==> src/rtl/mul_ctrl.sv <==
// RV32M multiply front-end: decodes MUL/MULH/MULHSU/MULHU, feeds magnitudes to an unsigned
// multiplier and restores the sign. Optional macro MUL_SWAP_EN puts the smaller magnitude on mul_a.
module mul_ctrl #(
  parameter int WAIT_LIMIT = 40
) (
  input  logic        clk,
  input  logic        reset,
  input  logic        start,
  input  logic [1:0]  op,
  input  logic [31:0] rs1,
  input  logic [31:0] rs2,
  output logic        busy,
  output logic        done,
  output logic        err,
  output logic [31:0] result,
  output logic [31:0] mul_a,
  output logic [31:0] mul_b,
  output logic        mul_valid,
  input  logic [63:0] mul_res,
  input  logic        mul_ready
);

  localparam int CW = (WAIT_LIMIT > 1) ? $clog2(WAIT_LIMIT) : 1;

  typedef enum logic [2:0] {IDLE, ISSUE, WAIT, FIX, DONE} state_t;

  state_t        state;
  logic [1:0]    op_q;
  logic          neg;
  logic [63:0]   prod;
  logic [CW-1:0] cnt;

  logic        sgn1, sgn2, neg_in;
  logic [31:0] abs1, abs2, a_sel, b_sel;
  logic [63:0] prod_fix;
  logic        wd_hit;

  // MUL is decoded as unsigned: its low word does not depend on signedness.
  assign sgn1   = (op == 2'b01) || (op == 2'b10);
  assign sgn2   = (op == 2'b01);
  assign neg_in = (sgn1 & rs1[31]) ^ (sgn2 & rs2[31]);
  assign abs1   = (sgn1 && rs1[31]) ? (~rs1 + 32'd1) : rs1;
  assign abs2   = (sgn2 && rs2[31]) ? (~rs2 + 32'd1) : rs2;

`ifdef MUL_SWAP_EN
  // The shift-add multiplier iterates over mul_a, so give it the smaller magnitude.
  always_comb begin
    if (abs1 > abs2) begin
      a_sel = abs2;
      b_sel = abs1;
    end else begin
      a_sel = abs1;
      b_sel = abs2;
    end
  end
`else
  assign a_sel = abs1;
  assign b_sel = abs2;
`endif

  assign prod_fix = neg ? (~prod + 64'd1) : prod;
  assign wd_hit   = (WAIT_LIMIT != 0) && (cnt == CW'(WAIT_LIMIT - 1));

  always_ff @(posedge clk) begin
    if (reset) begin
      state     <= IDLE;
      op_q      <= 2'b00;
      neg       <= 1'b0;
      prod      <= 64'd0;
      cnt       <= '0;
      busy      <= 1'b0;
      done      <= 1'b0;
      err       <= 1'b0;
      result    <= 32'd0;
      mul_a     <= 32'd0;
      mul_b     <= 32'd0;
      mul_valid <= 1'b0;
    end else begin
      mul_valid <= 1'b0;
      done      <= 1'b0;
      err       <= 1'b0;
      unique case (state)
        IDLE: begin
          if (start) begin
            op_q      <= op;
            neg       <= neg_in;
            mul_a     <= a_sel;
            mul_b     <= b_sel;
            mul_valid <= 1'b1;
            busy      <= 1'b1;
            state     <= ISSUE;
          end
        end
        ISSUE: begin
          cnt   <= '0;
          state <= WAIT;
        end
        WAIT: begin
          // A product arriving on the watchdog's last cycle still counts.
          if (mul_ready) begin
            prod  <= mul_res;
            state <= FIX;
          end else if (wd_hit) begin
            prod   <= 64'd0;
            result <= 32'd0;
            done   <= 1'b1;
            err    <= 1'b1;
            state  <= DONE;
          end else begin
            cnt <= cnt + 1'b1;
          end
        end
        FIX: begin
          prod   <= prod_fix;
          result <= (op_q == 2'b00) ? prod_fix[31:0] : prod_fix[63:32];
          done   <= 1'b1;
          state  <= DONE;
        end
        DONE: begin
          busy  <= 1'b0;
          state <= IDLE;
        end
        default: state <= IDLE;
      endcase
    end
  end

endmodule

==> config.mk <==
export PLATFORM = sky130hd
export DESIGN_NAME = mul_ctrl
export DESIGN_NICKNAME = d
export VERILOG_FILES = /design/src/rtl/mul_ctrl.sv
export SDC_FILE = /design/constraint.sdc
export NUM_CORES = 1
export LEC_CHECK = 0
export ABC_AREA = 1
export BUFFER_PORTS_ARGS = -buffer_cell sky130_fd_sc_hd__buf_2
export CORE_AREA = 3 3 227 229
export CTS_BUF_LIST = sky130_fd_sc_hd__clkbuf_2 sky130_fd_sc_hd__clkbuf_4 sky130_fd_sc_hd__clkbuf_8
export CTS_CLUSTER_SIZE = 12
export DETAILED_ROUTE_END_ITERATION = 7
export DIE_AREA = 0 0 230 232
export PLACE_DENSITY = 0.49
export RECOVER_POWER = 100
export SLEW_MARGIN = 10
export SYNTH_ARGS = -nofsm -noshare
export SYNTH_HDL_FRONTEND = slang
export SYNTH_SLANG_ARGS = --single-unit
==> constraint.sdc <==
create_clock -name clk -period 5 [get_ports clk]
set_input_delay 0.25 -clock clk [delete_from_list [all_inputs] [get_ports clk]]
set_output_delay 0.25 -clock clk [all_outputs]
set_load 0.02 [all_outputs]
==> summary.txt <==
Run status
  – Status: finished, violations left
  – Violated checks: capacitance limit, slew limit

Route
  – Met2 routed WL: 23,120 µm
  – Drt first-iter violations: 764
  – Vias: 13,359
  – Antenna Nets Post-Route: 0
  – Via density: 4.669
  – Highest Signal Layer: met5
  – M1 WL: 20,830 µm
  – WL per Instance: 16.99 µm
  – DRC violations left: 0
  – Drt total wl: 48,620 µm
  – DRT Pass-1 Iters: 6
  – Met3 wire length: 3276 µm

Synth
  – Synth area leader: dfxtp_1
  – Yosys reg bits: 176
  – Mapped cell area: 11,410 µm²
  – Top FF cell, synth: dfxtp_1
  – Top cell type's share of synthesized area: 30.88%
  – Mapped Cells: 1,893
  – Compound-gate portion of the synthesized area: 18.45%
  – Cell variety after synth: 45
  – Synth area leaders: dfxtp_1, nand2_1, nand3_1
  – Main combinational cell family by area after synthesis: simple AND/OR/NAND/NOR gates
  – Syn_area_per_cell: 6.028 µm²
  – Adder-Cell Fraction of Synth Area: 0.5482%
  – Syn Nets: 2,032
  – Synth warnings: 0
  – Most common cell in the netlist: nand2_1
  – Simple-gate share of the synthesized area: 36.33%
  – Async set-or-reset flop fraction in the synthesized netlist: 0%
  – Number of synthesized flops with an enable pin: 0
  – Xor/xnor share of the synthesized area: 3.607%
  – Most frequent cells after synthesis: nand2_1, inv_1, nand3_1, nor2_1, dfxtp_1
  – Post-synthesis sequential area ratio: 30.88%
  – Post-synthesis mux area share: 0%

Placement
  – IO buf count: 233
  – Gpl congestion: 0.9084
  – Dpl ws: 2.081 ns
  – Dpl hpwl: 36,610 µm
  – DP Area: 13,170 µm²

Clock network
  – CTS Root Cell: clkbuf_8
  – Clock Latency Late Sink: 0.56 ns
  – Clk slew on worst S/H paths: 0.11 ns
  – # clock sinks: 176
  – Post-CTS Resized: 0
  – Clock Path Buffers: 2
  – TritonCTS Buffers: 17
  – H-Tree Depth: 4
  – CTS tree: yes

Layout
  – Design area: 14,490 µm²
  – Final core utilization: 29.06%
  – Share of cells above drive strength 1: 9.840%
  – Nets@finish: 2,311
  – # fillers: 5,704
  – Area grow syn2layout: 26.97%

Timing
  – Unrepaired setup endpoints after global routing: no
  – Period utilization: 60.19%
  – Post-Route Setup TNS: 0 ns
  – Final Hold Fails: 0
  – Final Slew Violations: 159
  – Fmax: 0.3323 GHz
  – Slew HR: -41.71%
  – Slew of the pin with the lowest slew margin: 2.126 ns
  – Setup-failing EPs final: 0
  – Worst Skew: 0.01564 ns
  – Worst hold margin: 0.08028 ns
  – Minimum clock period: 3.009 ns
  – Worst setup margin: 1.991 ns

Setup path
  – Worst setup EP type: register
  – Crit start category: register
  – Reg2Reg Setup Slack: 1.99 ns
  – Worst Path Max Fanout: 64
  – Worst path required time: 5.47 ns
  – WS Path Type: register to register
  – WP data arrival: 3.48 ns

Pwr
  – Peak supply drop: 0.0002046 V
  – PD cells: 422.7 nW/µm²
  – Static Leak: 6.747 nW

Global route
  – Initial antenna violation count: 10
  – GR Util All Layers: 18.14%
  – First-pass GRT wire length: 75,020 µm
  – Residual overflow from global routing: 0
  – Vias in the first global route: 13,008
  – Largest net degree at the start of global routing: 82

Flow run
  – Max-Cap Viols: 3

Die
  – Core area: 49,860 µm²
  – Die area: 53,360 µm²
  – Die Ht: 232 µm
  – Starting Density: 22.88%
  – # IOs: 234
  – Row count: 82
  – Die span in x: 230 µm

Min path
  – Hold WC Path Type: input pin to register
## area by class of cell
class	instances	area, µm²	area share (%)
Clock buffer	17	234.0	1.615
Clock inverter	15	202.7	1.399
Tap cell	672	840.8	5.803
Antenna cell	4	10.01	0.06908
Sequential cell	176	3525	24.33
Multi-Input combinational cell	1420	6716	46.36
Inverter	207	780.7	5.389
Timing Repair Buffer	350	2180	15.04
## worst max-delay path, cell delays in order (launching register included)
cell and delay (ns):
dfxtp_1 0.36, inv_1 0.11, nor3_1 0.06, buf_4 0.25, inv_1 1.52, nand3_1 0.25, a311oi_2 0.33
## metrics by stage
step | cells | power (W)
floorplan | 1893 | 0.003939
global placement | 2723 | 0.004962
detailed placement | 2723 | 0.004951
CTS | 2857 | 0.006218
global route | 2857 | 0.006653
finish | 2861 | 0.006125
## layer usage
metal	vias to the layer above	GRT usage, %
li1	6757	-
met1	6128	21.91
met2	380	30.90
met4	12	5.943
met5	-	0
met3	82	5.336
## flip-flops by register name, summed over array words and instances, names as in the netlist
register and cells:
cnt 6, neg 1, op_q 2, mul_a 32
err 1, busy 1, prod 64, result 32
mul_valid 1, done 1, mul_b 32, state 3
## repair_timing
action,4_1_cts,5_1_grt
buffers inserted,0,0
hold buffers,102,0
hold endpoints to repair,100,0
## logic make-up after synthesis
family,Yosys count
compound gates,382
flops,176
fa+ha+maj,5
buf+inv,297
xor+xnor,47
simple gates,986
## cell usage in the layout, fill, tap and decap left out, types with 3 or more instances in the layout
cell type	netlist	routed
nand2_1	539	539
inv_1	198	200
nand3_1	187	187
nor2_1	187	186
dfxtp_1	176	175
o21ai_0	150	152
buf_2	30	133
a21oi_1	128	128
dlygate4sd3_1	0	102
clkbuf_1	56	102
a31oi_1	59	59
xor2_1	35	35
nand4_1	23	23
clkbuf_8	0	17
nor3_1	13	14
o211ai_1	14	14
xnor2_1	12	12
buf_4	2	12
nand2_2	8	8
nor2_2	7	8
o21bai_1	7	7
o221ai_1	6	6
o21ai_1	8	6
nand3b_1	5	5
ha_1	5	5
diode_2	0	4
or2_2	4	4
inv_6	0	4
clkinv_4	0	4
inv_2	6	3
nor2_4	3	3
bufinv_16	0	3
## final timing paths
path | startpoint | endpoint | cells past startpoint
hold / removal | mul_res[28] | prod[28] | 5
hold reg to reg | result[23] | result[23] | 2
setup / recovery | state[1] | prod[2] | 6
setup reg to reg | state[1] | prod[2] | 6
## report_power, final
| group | switching, W | total, W | internal (W) |
|---|---|---|---|
| combinational | 0.00219 | 0.00312 | 0.000925 |
| sequential | 0.000220 | 0.00185 | 0.00163 |
| clock | 0.000643 | 0.00115 | 0.000509 |
| total | 0.00306 | 0.00612 | 0.00307 |
Power figures use the tool's default switching activity.
